File: config.mk
export PLATFORM = sky130hd
export DESIGN_NAME = muldiv_hazard_ctrl
export DESIGN_NICKNAME = d
export VERILOG_FILES = /design/src/rtl/muldiv_hazard_ctrl.sv
export SDC_FILE = /design/constraint.sdc
export NUM_CORES = 1
export LEC_CHECK = 0
export ABC_AREA = 1
export CORE_MARGIN = 1.5
export CORE_UTILIZATION = 30
export CTS_CLUSTER_DIAMETER = 40
export DETAILED_ROUTE_END_ITERATION = 8
export SLEW_MARGIN = 20
export SYNTH_ARGS = -nofsm -noshare
export SYNTH_HDL_FRONTEND = slang
export SYNTH_SLANG_ARGS = --single-unit
File: constraint.sdc
create_clock -name clk -period 5.3 [get_ports clk]
set_clock_uncertainty 0.15 [all_clocks]
set_input_delay 0.795 -clock clk [delete_from_list [all_inputs] [get_ports clk]]
set_output_delay 0.795 -clock clk [all_outputs]
set_load 0.01 [all_outputs]
File: src/rtl/muldiv_hazard_ctrl.sv
// rtl/muldiv_hazard_ctrl.sv - pipeline hazard control with multi-cycle mul/div scheduler
module muldiv_hazard_ctrl #(
    parameter int MUL_CYCLES = 4,
    parameter int DIV_CYCLES = 8,
    parameter int CNT_W      = 4
) (
    input  logic        clk,
    input  logic        rst,
    input  logic [4:0]  ID_Rs,
    input  logic [4:0]  ID_Rt,
    input  logic [4:0]  EX_WR_out,
    input  logic        EX_MemtoReg,
    input  logic [1:0]  EX_JumpOP,
    input  logic        EX_MDReq,
    input  logic        EX_MDIsDiv,
    output logic        PCWrite,
    output logic        IF_IDWrite,
    output logic        ID_EXWrite,
    output logic        IF_Flush,
    output logic        ID_Flush,
    output logic        MD_Start,
    output logic        MD_Busy,
    output logic [15:0] StallCount
);

    typedef enum logic [1:0] {
        S_IDLE = 2'd0,
        S_RUN  = 2'd1,
        S_DONE = 2'd2
    } state_t;

    // Counter preload is latency-1: the IDLE cycle that issues the start is the first freeze cycle.
    localparam logic [CNT_W-1:0] MUL_INIT = CNT_W'(MUL_CYCLES - 1);
    localparam logic [CNT_W-1:0] DIV_INIT = CNT_W'(DIV_CYCLES - 1);
    localparam logic [CNT_W-1:0] CNT_ONE  = CNT_W'(1);

    state_t            r_state;
    logic [CNT_W-1:0]  r_cnt;
    logic [15:0]       r_stall_cnt;

    logic              w_md_issue;
    logic              w_eval_hazard;
    logic              w_jump;
    logic              w_load_use;
    logic [CNT_W-1:0]  w_lat_init;

    assign w_lat_init = EX_MDIsDiv ? DIV_INIT : MUL_INIT;
    assign w_jump     = (EX_JumpOP != 2'b00);
    assign w_load_use = EX_MemtoReg && (EX_WR_out != 5'd0) &&
                        ((EX_WR_out == ID_Rs) || (EX_WR_out == ID_Rt));

    // A new mul/div is only accepted from IDLE; in DONE the same instruction still sits in EX.
    assign w_md_issue    = (r_state == S_IDLE) && EX_MDReq;
    assign w_eval_hazard = ((r_state == S_IDLE) && !EX_MDReq) || (r_state == S_DONE);

    // Combinational pipeline controls from current state and hazard inputs.
    always_comb begin
        PCWrite    = 1'b1;
        IF_IDWrite = 1'b1;
        ID_EXWrite = 1'b1;
        IF_Flush   = 1'b0;
        ID_Flush   = 1'b0;
        MD_Start   = 1'b0;
        MD_Busy    = 1'b0;
        if (!rst) begin
            if (w_md_issue) begin
                MD_Start   = 1'b1;
                MD_Busy    = 1'b1;
                PCWrite    = 1'b0;
                IF_IDWrite = 1'b0;
                ID_EXWrite = 1'b0;
            end else if (r_state == S_RUN) begin
                MD_Busy    = 1'b1;
                PCWrite    = 1'b0;
                IF_IDWrite = 1'b0;
                ID_EXWrite = 1'b0;
            end else if (w_eval_hazard) begin
                if (w_jump) begin
                    // The ID instruction is flushed, so a concurrent load-use match is moot.
                    IF_Flush = 1'b1;
                    ID_Flush = 1'b1;
                end else if (w_load_use) begin
                    PCWrite    = 1'b0;
                    IF_IDWrite = 1'b0;
                    ID_Flush   = 1'b1;
                end
            end
        end
    end

    // Mul/div sequencer state and latency counter; unknown encodings fall back to IDLE.
    always_ff @(posedge clk) begin
        if (rst) begin
            r_state <= S_IDLE;
            r_cnt   <= '0;
        end else begin
            case (r_state)
                S_IDLE: begin
                    if (EX_MDReq) begin
                        r_cnt   <= w_lat_init;
                        r_state <= S_RUN;
                    end
                end
                S_RUN: begin
                    if (r_cnt == CNT_ONE) begin
                        r_state <= S_DONE;
                    end else begin
                        r_cnt <= r_cnt - CNT_ONE;
                    end
                end
                S_DONE: begin
                    r_state <= S_IDLE;
                end
                default: begin
                    r_state <= S_IDLE;
                end
            endcase
        end
    end

    // Saturating count of cycles in which the PC was held.
    always_ff @(posedge clk) begin
        if (rst) begin
            r_stall_cnt <= 16'd0;
        end else if (!PCWrite && (r_stall_cnt != 16'hFFFF)) begin
            r_stall_cnt <= r_stall_cnt + 16'd1;
        end
    end

    assign StallCount = r_stall_cnt;

endmodule

==> impl.org, run 1 <==
** Global route
- Met3 track demand over resource :: roughly 3.8%
- After global routing, the most crowded layer is met2.
- First-pass GRT wire length :: ~6000 um
- The number of antenna violations at the first check in global routing came to 0.
- Global routing consumed, on the met2 layer, 23.4% of the routing resources.
- Overflow left after global routing :: 0
- Global-route usage over all layers :: about 14%
- Met1 GRT Util :: 17.1%
- Largest net degree at the start of global routing :: 22
- Via count of the first global-routing pass :: 1352

** Cells and area
- Final core utilization :: between 40% and 50%
- Signed area change from the synthesized netlist to the final layout :: 35.9%
- Final std cell area, no fill :: about 2000 um2
- NumNets Final :: between 200 and 300
- Share of final-layout standard cells stronger than drive strength 1 :: between 5 and 6%
- Antenna diodes :: 0
- Counting the fill cells in the layout gives 504.

** Synth
- The netlist uses 28 different library cells.
- In the synthesized netlist the dominant register cell turns out to be dfxtp_1.
- Leading cell types by total area after synthesis :: dfxtp_1 (29%), nand2_1 (14%), nand3_1 (9.6%), inv_1 (8.0%), nor2_1 (5.7%)
- For this run, the number of Yosys warnings is 0.
- In this run, synthesis produced a sequential element count of 22.
- Synthesized cell area :: ~1500 um2
- The synthesized netlist devotes a little under two fifths of its cell area to simple gates.
- In the synthesized netlist, the number of instances is 230.
- Synthesized netlist net count :: between 200 and 300
- Among all cell types in the netlist, the one instantiated most often is nand2_1.
- Syn avg cell area :: approximately 6.5 um2
- Counting flops with an async set or reset pin after synthesis yields a share of 0%.
- After synthesis, the largest family of logic cells by area is simple AND/OR/NAND/NOR gates.
- After synthesis, the most frequently instantiated cells are nand2_1 (56), inv_1 (32), nand3_1 (29).
- Of all cell types, the one taking the most synthesized area is dfxtp_1.
- Area share of the largest cell type after synthesis :: 29.2%
- Of the post-synthesis cell area, the part taken by muxes is 0%.
- Summing the areas of all compound-gate instances in the mapped netlist gives roughly a tenth of the synthesized area.
- Arithmetic-cell share of the synthesized area counting full adders, half adders and majority gates :: approximately 2.5%
- Yosys mapped a number of flops with a built-in enable equal to 0.
- Post-synthesis share of cell area spent on xor and xnor gates :: 8.72%
- Register area share after synthesis :: 29.2%

** STA
- RSZ-0062 raised after global routing :: no
- Share of the clock period used by the worst path after layout :: between 70% and 80%
- The number of failing hold endpoints at the final stage is 0.
- The total count of max-transition violations in the final report was 0.
- Setup violations remaining at the end of the flow were counted as 0.
- Peak clock frequency supported by timing :: 0.262 GHz
- Sum of negative setup slack :: 0 ns
- The worst path in the final design needs a cycle of between 3 and 4 ns, including I/O delays and setup.
- Slew @ Worst Pin :: between 0.3 and 0.4 ns
- Worst rel slew slack :: 75.0%

** Clocking
- Post-CTS Hold Fix Bufs :: 0
- Clock Sink Count :: 22
- Later-pin clock latency in the skew report :: roughly 0.26 ns
- The number of gates resized after CTS was 0.
- Post-CTS setup buffer count :: 0
- Counting the buffers created by CTS gives 3.
- Maximum buffer depth of the clock tree :: 2
- In this run the clock root is driven by a clkbuf_8.
- Clock-pin slew was measured on the worst setup and hold paths at 0.08 ns.
- Clock tree from TritonCTS :: done
- Clock H-tree levels :: 1

** Critical path
- The setup check on the worst reg-to-reg path leaves a slack of between 3 and 4 ns.
- The worst setup path is of the primary input to output port kind.
- Traced cell by cell, the critical path runs through clkdlybuf4s50_1 -> buf_4 -> inv_1 -> nand3_1 -> nor3_1 -> nand3_1 -> nand2_2 -> inv_1 -> clkdlybuf4s50_1.
- Reg-to-reg critical path endpoint :: StallCount[9]
- Largest stage delay, worst path :: approximately 0.55 ns
- Required time of the worst setup path :: around 4.4 ns
- In this run the critical register-to-register path is launched from StallCount[0].
- Category of cells accounting for the largest share of critical-path delay :: buffers and inverters
- The worst register-to-register path has a depth of 7.
- CP endpoint kind :: output port
- For the worst setup path, the data arrival time is about 2.9 ns.
- Counting both buffers and inverters, the worst setup path holds a total of 5.
- Of all nets on the critical path, the largest fanout is 21.
- Slowest cell on crit path :: clkdlybuf4s50_1
- The worst setup path is launched from a primary input.

** Placed design
- At the end of routability-driven placement, the weighted congestion stood at ~0.78.
- Input and output buffers added on the ports amount to 44.
- Once placement finished, the instance area stood at around 2000 um2.
- Detailed placement finished with a half-perimeter wire length of around 2700 um.

** Detailed routing
- Detailed routing inserted a total of between 1000 and 1500 vias.
- In the routed design, unresolved DRC markers number 0.
- ANT nets after route :: 0
- Via-to-Cell Ratio :: around 4.4
- Dividing the detail-routed wire length by the instance count gives approximately 10 um.
- The first detailed-routing pass ran for 4 iterations.
- The detailed router finished its first iteration with 75 violations.
- The routed design has 3530 um of wire.

** Hold path
- Hold path start :: r_cnt[3]
- Hold crit path type :: flip-flop to flip-flop
- End point of the most critical hold path :: r_cnt[3]
- The worst hold path was traced through 2 stages.

** Floorplanning
- Measured along the y axis, the die boundary spans approximately 74 um.
- The die covers 5460 um2.
- After floorplanning, the core was sized to cover between 4000 and 5000 um2.
- The die is 73.9 um wide.
- Top Ports :: between 40 and 50
- Standard-cell rows :: 25
- For this configuration, the core starts out at a cell density of 31.5%.

** Power and ir drop
- In this run the static leakage power is roughly 0.83 nW.
- For this design the ratio of total power to cell area is roughly 190 nW/um2.
- Worst ir drop on vdd :: between 0.1 and 0.15 mV
- After layout, the design draws a total of roughly 0.38 mW.

** Run status
- The run finished with clean final reports.

** Run
- The tool flagged a number of max-cap violations equal to 0.
[worst max-delay path by stage]
stage,cells after the start,to,start,slack [ns]
2_1_floorplan,9,PCWrite,rst,2.52
3_3_place_gp,9,PCWrite,rst,1.52
3_5_place_dp,9,IF_IDWrite,rst,1.47
4_1_cts,9,IF_IDWrite,rst,1.47
5_1_grt,9,PCWrite,rst,1.32
6_report,9,IF_IDWrite,rst,1.49
[per-stage QoR]
stage               instances  hold slack, ns  setup WS (ns)
floorplan                 230           0.300           2.52
global placement          335           0.326           1.52
detailed placement        335           0.327           1.47
CTS                       339           0.339           1.47
global route              339           0.380           1.32
finish                    339           0.336           1.49
[cell type report]
class	count	area, um2	share of cell area (%)
flip-flops and latches	22	440	21.5
repair buffers	45	448	21.9
well taps	67	83.8	4.10
inverters	32	120	5.87
clock buffers	4	55.1	2.69
multi-input cells	169	900	43.9
[report_power, final]
part / switching [mW] / internal (mW) / leakage, nW
Sequential: 0.00501 / 0.172 / 0.179
Clock: 0.0560 / 0.0663 / 0.0288
Combinational: 0.0448 / 0.0398 / 0.622
[kinds of logic after synthesis]
| logic type | Yosys count |
|---|---|
| AOI/OAI and AO/OA | 27 |
| xor gates and xnor gates | 15 |
| adders and majority gates | 3 |
| buffers and inverters | 39 |
| DFF | 22 |
| and+or+nand+nor | 124 |
[sequential cells by signal, indices dropped and copies added, names as in the netlist]
signal      count
r_cnt           4
r_state         2
StallCount     16
[tightest hold or removal path: cells and delay by family (launching register included)]
family,cells,cell delay (ns)
AOI/OAI and AO/OA,1,0.06
buffers and inverters,1,0.08
DFF,1,0.30
[placed cells by master (no fill, tap or decap)]
cell type / instances
dfxtp_1: 22
ha_1: 3
nand4_4: 1
o31ai_1: 1
nand4_1: 3
nand3_1: 29
xor2_1: 8
a21oi_2: 3
nor3b_2: 1
a21oi_1: 17
a221oi_1: 1
nand2_1: 56
nor2_2: 1
nor3b_4: 1
nor3_1: 5
nand2_2: 2
clkbuf_8: 4
nor2_1: 23
xnor2_1: 7
nand3b_1: 1
o21ai_0: 4
o211ai_1: 1
buf_4: 1
nand2_4: 1
clkdlybuf4s50_1: 44
inv_1: 32
[per-layer routing]
metal / up-vias / wire, um
li1: 822 / -
met4: 0 / 21
met2: 25 / 1700
met1: 645 / 1670
met3: 2 / 132
met5: - / 0
Note: power is estimated with default switching activity, not from simulation.
==> run 2, diff against run 1 <==
==> constraint.sdc (replaced) <==
create_clock -name clk -period 3.6 [get_ports clk]
set_clock_uncertainty 0.15 [all_clocks]
set_input_delay 0.54 -clock clk [delete_from_list [all_inputs] [get_ports clk]]
set_output_delay 0.54 -clock clk [all_outputs]
set_load 0.01 [all_outputs]
==> impl.org, run 2 (synthesis gave the netlist of run 1 again) <==
** Run status
- Status :: finished, final reports clean

** Global route
- The via count of the first global-routing pass was 1385.
- Initial antenna violation count :: 0
- Global-route usage over all layers :: 14.5%
- Met1 GRT Util :: 17.7%
- Met3 track demand over resource :: 3.98%
- Global routing finished with a remaining overflow of 0.
- Layer carrying the most global-route usage :: met2
- Entering global routing, the biggest net connects 21 pins.
- For this run, global-route usage on met2 was measured as 24.6%.
- First-pass GRT wire length :: ~6200 um

** Critical path
- Slowest cell on crit path :: clkdlybuf4s50_1
- The endpoint identified for the worst register-to-register timing path is StallCount[13].
- Cell-by-cell trace of the critical path :: clkdlybuf4s50_1 -> inv_1 -> nand2_1 -> nand2_1 -> nor2_1 -> nand3_1 -> nand2_1 -> nand2_1 -> a21oi_1 -> clkdlybuf4s50_1
- The most critical setup path has its startpoint at EX_WR_out[4].
- Cell type with the highest occurrence count on the critical path :: nand2_1
- CP endpoint kind :: output port
- Crit path max fanout :: 4
- On the worst path, the slowest cell contributes a delay of 0.55 ns.
- For the worst flop-to-flop path, the logic depth is 7.
- STA classifies the critical path startpoint as a primary input.
- Arrival @ worst endpoint :: approximately 2.3 ns
- The worst setup path is of the primary input to output port kind.
- In this run the register-to-register setup slack is 1.44 ns.
- For the worst setup path, the data required time is ~2.9 ns.
- R2R Path Start :: StallCount[0]
- Crit path to :: ID_Flush

** Cells and area
- Signed area change from the synthesized netlist to the final layout :: 35.5%
- The register with the most flip-flops in the layout has 16 of them.
- Non-filler cells in the finished layout :: 339
- Most common cell after layout, fill and taps aside :: nand2_1
- Share of final-layout standard cells stronger than drive strength 1 :: under 10%
- The number of antenna diodes in the final layout is 0.
- In the layout the commonest cells are nand2_1 (56), clkdlybuf4s50_1 (44), inv_1 (32), nand3_1 (29), nor2_1 (23).
- At the end of the flow, the number of nets in the layout was ~300.
- Fill cell count :: 502

** Floorplanning
- Top Ports :: 45
- Standard-cell rows :: 25
- The floorplan step defined a core boundary enclosing approximately 4800 um2.
- For this configuration, the core starts out at a cell density of a little under a third.
- The die covers 5460 um2.
- From bottom edge to top edge, the die measures 73.9 um.
- The die is 73.9 um wide.

** STA
- RSZ-0062 raised after global routing :: no
- Minimum clock period :: about 2.9 ns
- The total count of max-transition violations in the final report is 0.
- Hold is met by 0.346 ns.
- Sum of negative setup slack :: 0 ns
- Setup slack on the critical path of the routed design comes to between 0.6 and 0.7 ns.
- The number of failing hold endpoints at the final stage came to 0.
- In this run the tightest slew margin relative to its limit is between 70% and 80%.
- Slew @ Worst Pin :: between 0.3 and 0.4 ns
- Timing would allow up to about 0.34 GHz.
- Setup violations remaining at the end of the flow were counted as 0.
- Share of the clock period used by the worst path after layout :: 81.8%

** Clocking
- After clock tree synthesis, the clock-pin slew on the worst setup and hold paths is about 0.070 ns.
- The longest clock path from root to sink contains 2 buffers.
- Later-pin clock latency in the skew report :: ~0.27 ns
- Root Driver :: clkbuf_8
- Post-CTS repair changed the size of 0 cells.
- The clock net in this run drives a total of 22 sinks.
- The number of clock buffers added by TritonCTS is 3.
- After clock tree synthesis, the setup repair step added 0 buffers.
- Clock tree from TritonCTS :: done
- For this design, the CTS-stage hold fixing added 0 buffers.
- CTS built an H-tree with a depth of 1.

** Power and ir drop
- The worst-case IR drop observed on VDD is 0.183 mV.
- Overall power after layout :: between 0.5 and 0.6 mW
- Areal power density over the cells :: around 260 nW/um2
- For this design the static power due to leakage is a little over 0.8 nW.

** Detailed routing
- Total via count in the routed design :: approximately 1500
- In this run, the number of DRC markers left after iteration 0 of detailed routing was 72.
- Using the TritonRoute via totals, the vias-per-cell ratio works out to 4.48.
- For this block, the routed nets add up to roughly 3600 um of wire.
- For this run, the detailed router's first-pass iteration total came to 4.
- Number of DRC violations after detailed routing :: 0
- In the final routed layout, each cell accounts on average for ~11 um.
- ANT nets after route :: 0

** Placed design
- Before CTS, the worst setup slack after placement is roughly 0.64 ns.
- Routability-driven placement finished with a final weighted congestion of about 0.78.
- # placed instances :: approximately 340
- DP HPWL :: between 2000 and 3000 um
- Count of buffers from port buffering :: 44

** Run
- Number of max-cap violations :: 0

** Hold path
- The worst hold path belongs to the class flip-flop to flip-flop.
==> run 2: cell count changes in the layout (fill, tap and decap cells not counted), sizes merged <==
cell | previous run | this run
clkbuf | 4 | 3
buf | 1 | 2
==> run 2: layout make-up <==
class                           instances  area [um2]  area share, %
Timing Repair Buffer                   46         455           22.3
Inverter                               32         120           5.89
Tap cell                               67        83.8           4.11
Clock buffer                            3        41.3           2.02
Multi-Input combinational cell        169         900           44.1
Sequential cell                        22         440           21.6
==> run 2: per-stage QoR <==
step | instance area [um2] | util (%)
finish | 2040 | 42.6
global route | 2040 | 42.6
CTS | 2040 | 42.6
detailed placement | 2000 | 41.8
global placement | 2000 | 41.8
floorplan | 1510 | -
==> run 2: routing by layer <==
layer / vias up / wire (um)
met5: - / 0
met4: 0 / 38
li1: 823 / -
met2: 25 / 1700
met1: 667 / 1660
met3: 5 / 175
==> run 2: worst max-delay path: cells and delay by family <==
kind,cells,cell delay (ns)
compound gates,1,0.12
buf+inv,3,1.14
simple gates,6,0.44
==> run 2: how the worst min path moves through the flow <==
stage,from,endpoint,slack [ns],depth (start not counted)
after global placement,r_cnt[3],r_cnt[3],0.32,2
after global routing,r_cnt[3],r_cnt[3],0.38,2
after detailed placement,r_cnt[3],r_cnt[3],0.33,2
final,r_cnt[3],r_cnt[3],0.35,2
after floorplan,r_cnt[3],r_cnt[3],0.30,2
after CTS,r_cnt[3],r_cnt[3],0.35,2
==> run 2: report_power, final <==
part           switching [mW]  total (mW)  internal [mW]
Clock                  0.0779       0.153         0.0747
Combinational          0.0671       0.127         0.0597
Sequential            0.00763       0.261          0.253
Total                   0.153       0.540          0.388
==> run 3, diff against run 2 <==
==> constraint.sdc (replaced) <==
create_clock -name clk -period 3 [get_ports clk]
set_clock_uncertainty 0.15 [all_clocks]
set_input_delay 0.45 -clock clk [delete_from_list [all_inputs] [get_ports clk]]
set_output_delay 0.45 -clock clk [all_outputs]
set_load 0.01 [all_outputs]
==> impl.org, run 3 (synthesis gave the netlist of run 1 again) <==
** Global route
- The via count of the first global-routing pass is roughly 1400.
- The first global-routing pass estimated 6250 um of wire.
- Entering global routing, the biggest net connects 21 pins.
- Initial antenna violation count :: 0
- Overflow left after global routing :: 0
- In the global route stage, overall resource usage came out at between 10% and 20%.

** Power and ir drop
- Part of the total power dissipated in the clock network :: 28.4%
- Registers are responsible for 48.2% of the overall power.
- Overall power after layout :: 0.649 mW
- Power spread over the standard cell area amounts to 318 nW/um2.
- Switching portion of total power :: roughly 28%
- Internal power consumption :: ~0.46 mW
- Worst ir drop on vdd :: approximately 0.26 mV
- In this run the static leakage power is roughly 0.83 nW.
- Combinational cells account for between 20% and 30% of the total power.
- Power spent charging and discharging nets :: around 0.18 mW

** Cells and area
- Of the cells placed in the final design, the portion with a size suffix greater than 1 is under 10%.
- Largest register FFs :: 16
- Signed area change from the synthesized netlist to the final layout :: 35.5%
- Final core utilization :: a little over two fifths
- NumNets Final :: approximately 300
- Leading cell types in the layout, fill and taps excluded :: nand2_1 (56), clkdlybuf4s50_1 (44), inv_1 (32), nand3_1 (29), nor2_1 (23)
- Leaving out fill and tap cells, the most frequent cell in the layout is nand2_1.
- The repair_antennas step left the layout with diodes totalling 0.

** Detailed routing
- Total via count in the routed design :: around 1500
- ANT nets after route :: 0
- For this block, the routed nets add up to approximately 3600 um of wire.
- Number of optimization iterations in the first detailed-route pass :: 4
- Iteration-0 DRC Markers :: 75
- Average routed wire per standard cell :: about 11 um
- In the routed design, unresolved DRC markers number 0.
- In the routed layout, each cell is associated on average with a via count of between 4 and 5.

** Clocking
- Number of gates given a new drive strength after cts :: 0
- Buffers inserted to repair hold after CTS numbered 0.
- In this run the number of H-tree levels came out at 1.
- Clock buffers created by TritonCTS :: 3
- In this run the clock root is driven by a clkbuf_8.
- At the later pin of the worst-skew pair, clock insertion delay measures approximately 0.27 ns.
- After clock tree synthesis, the clock-pin slew on the worst setup and hold paths is roughly 0.07 ns.
- In this run the post-CTS setup repair buffer count came out at 0.
- Clock Sink Count :: 22
- Clock tree from TritonCTS :: done
- The clock passes through at most 2 buffers.

** STA
- In this run the tightest slew margin relative to its limit is between 70 and 80%.
- Final Hold Vio Count :: 0
- Share of the clock period used by the worst path after layout :: ~92%
- At the pin with the least slew margin, the transition time is ~0.34 ns.
- Count of final max-slew check failures :: 0
- Timing would allow up to 0.362 GHz.
- RSZ-0062 raised after global routing :: no
- Setup violations remaining at the end of the flow were counted as 0.
- Sum of negative setup slack :: 0 ns
- Minimum clock period :: around 2.8 ns

** Placed design
- Count of buffers from port buffering :: between 40 and 50
- Routability-driven placement finished with a final weighted congestion of 0.785.
- DP HPWL :: about 2800 um

** Run status
- Status :: finished, final reports clean

** Floorplanning
- Top Ports :: between 40 and 50
- Die outline area :: around 5500 um2
- Die X :: roughly 74 um
- Initial core utilization :: a little under a third
- Die extent in y :: ~74 um
- The total area inside the core boundary comes to between 4000 and 5000 um2.
- In this run the core area contains 25 standard-cell rows.

** Critical path
- Crit path max fanout :: 4
- The worst setup path is captured at an output port.
- Worst setup path category :: primary input to output port
- Required time of the worst setup path :: 2.40 ns
- Data on the critical path arrives at its endpoint at between 2 and 2.5 ns.
- The worst setup path is launched from a primary input.

** Run
- Across the run, the number of max-cap violations was 0.

** Hold path
- Hold crit path type :: flip-flop to flip-flop
-- run 3: routing by layer --
layer  global-route usage [%]  wire [um]  vias to the layer above  share of wire [%]
met4                     3.09         23                        0               0.63
met2                     25.2       1780                       35                 49
met3                     4.39        195                        2                5.3
li1                         -          -                      819                  -
met1                     18.0       1650                      667                 45
met5                        0          0                        -                  0
-- run 3: layout make-up --
class / instances / area [um2]
clock buffer: 3 / 41.3
inverter: 32 / 120
sequential: 22 / 440
multi-input combinational: 169 / 900
fill: 505 / 2750
tap: 67 / 83.8
timing repair buffer: 46 / 455
-- run 3: critical path, cell delays in order --
cell and delay (ns):
clkdlybuf4s50_1 0.52, inv_1 0.07, nand2_1 0.05, nand2_1 0.07, nor2_1 0.11, nand3_1 0.08
nand2_1 0.09, nand2_1 0.05, a21oi_1 0.13, clkdlybuf4s50_1 0.55
-- run 3: path summary, 6_finish.rpt --
path / start / endpoint / slack [ns] / cells past startpoint
min reg2reg: r_cnt[3] / r_cnt[3] / 0.34 / 2
min: r_cnt[3] / r_cnt[3] / 0.34 / 2
max: EX_WR_out[4] / ID_Flush / 0.23 / 10
max reg2reg: StallCount[0] / StallCount[13] / 0.85 / 7
-- run 3: power groups by stage --
stage / clock network [mW] / registers [mW] / logic, mW
global route: 0.205 / 0.315 / 0.174
global placement: 0 / 0.320 / 0.151
floorplan: 0 / 0.319 / 0.0875
detailed placement: 0 / 0.319 / 0.152
finish: 0.185 / 0.313 / 0.151
CTS: 0.192 / 0.313 / 0.152
-- run 3: stage by stage --
stage | setup WS [ns] | hold slack (ns) | instance area (um2) | cells
3_3_place_gp | 0.226 | 0.325 | 2000 | 336
2_1_floorplan | 0.889 | 0.300 | 1510 | 230
5_1_grt | 0.0582 | 0.375 | 2040 | 339
3_5_place_dp | 0.223 | 0.332 | 2000 | 336
6_report | 0.234 | 0.336 | 2040 | 339
4_1_cts | 0.210 | 0.344 | 2040 | 339
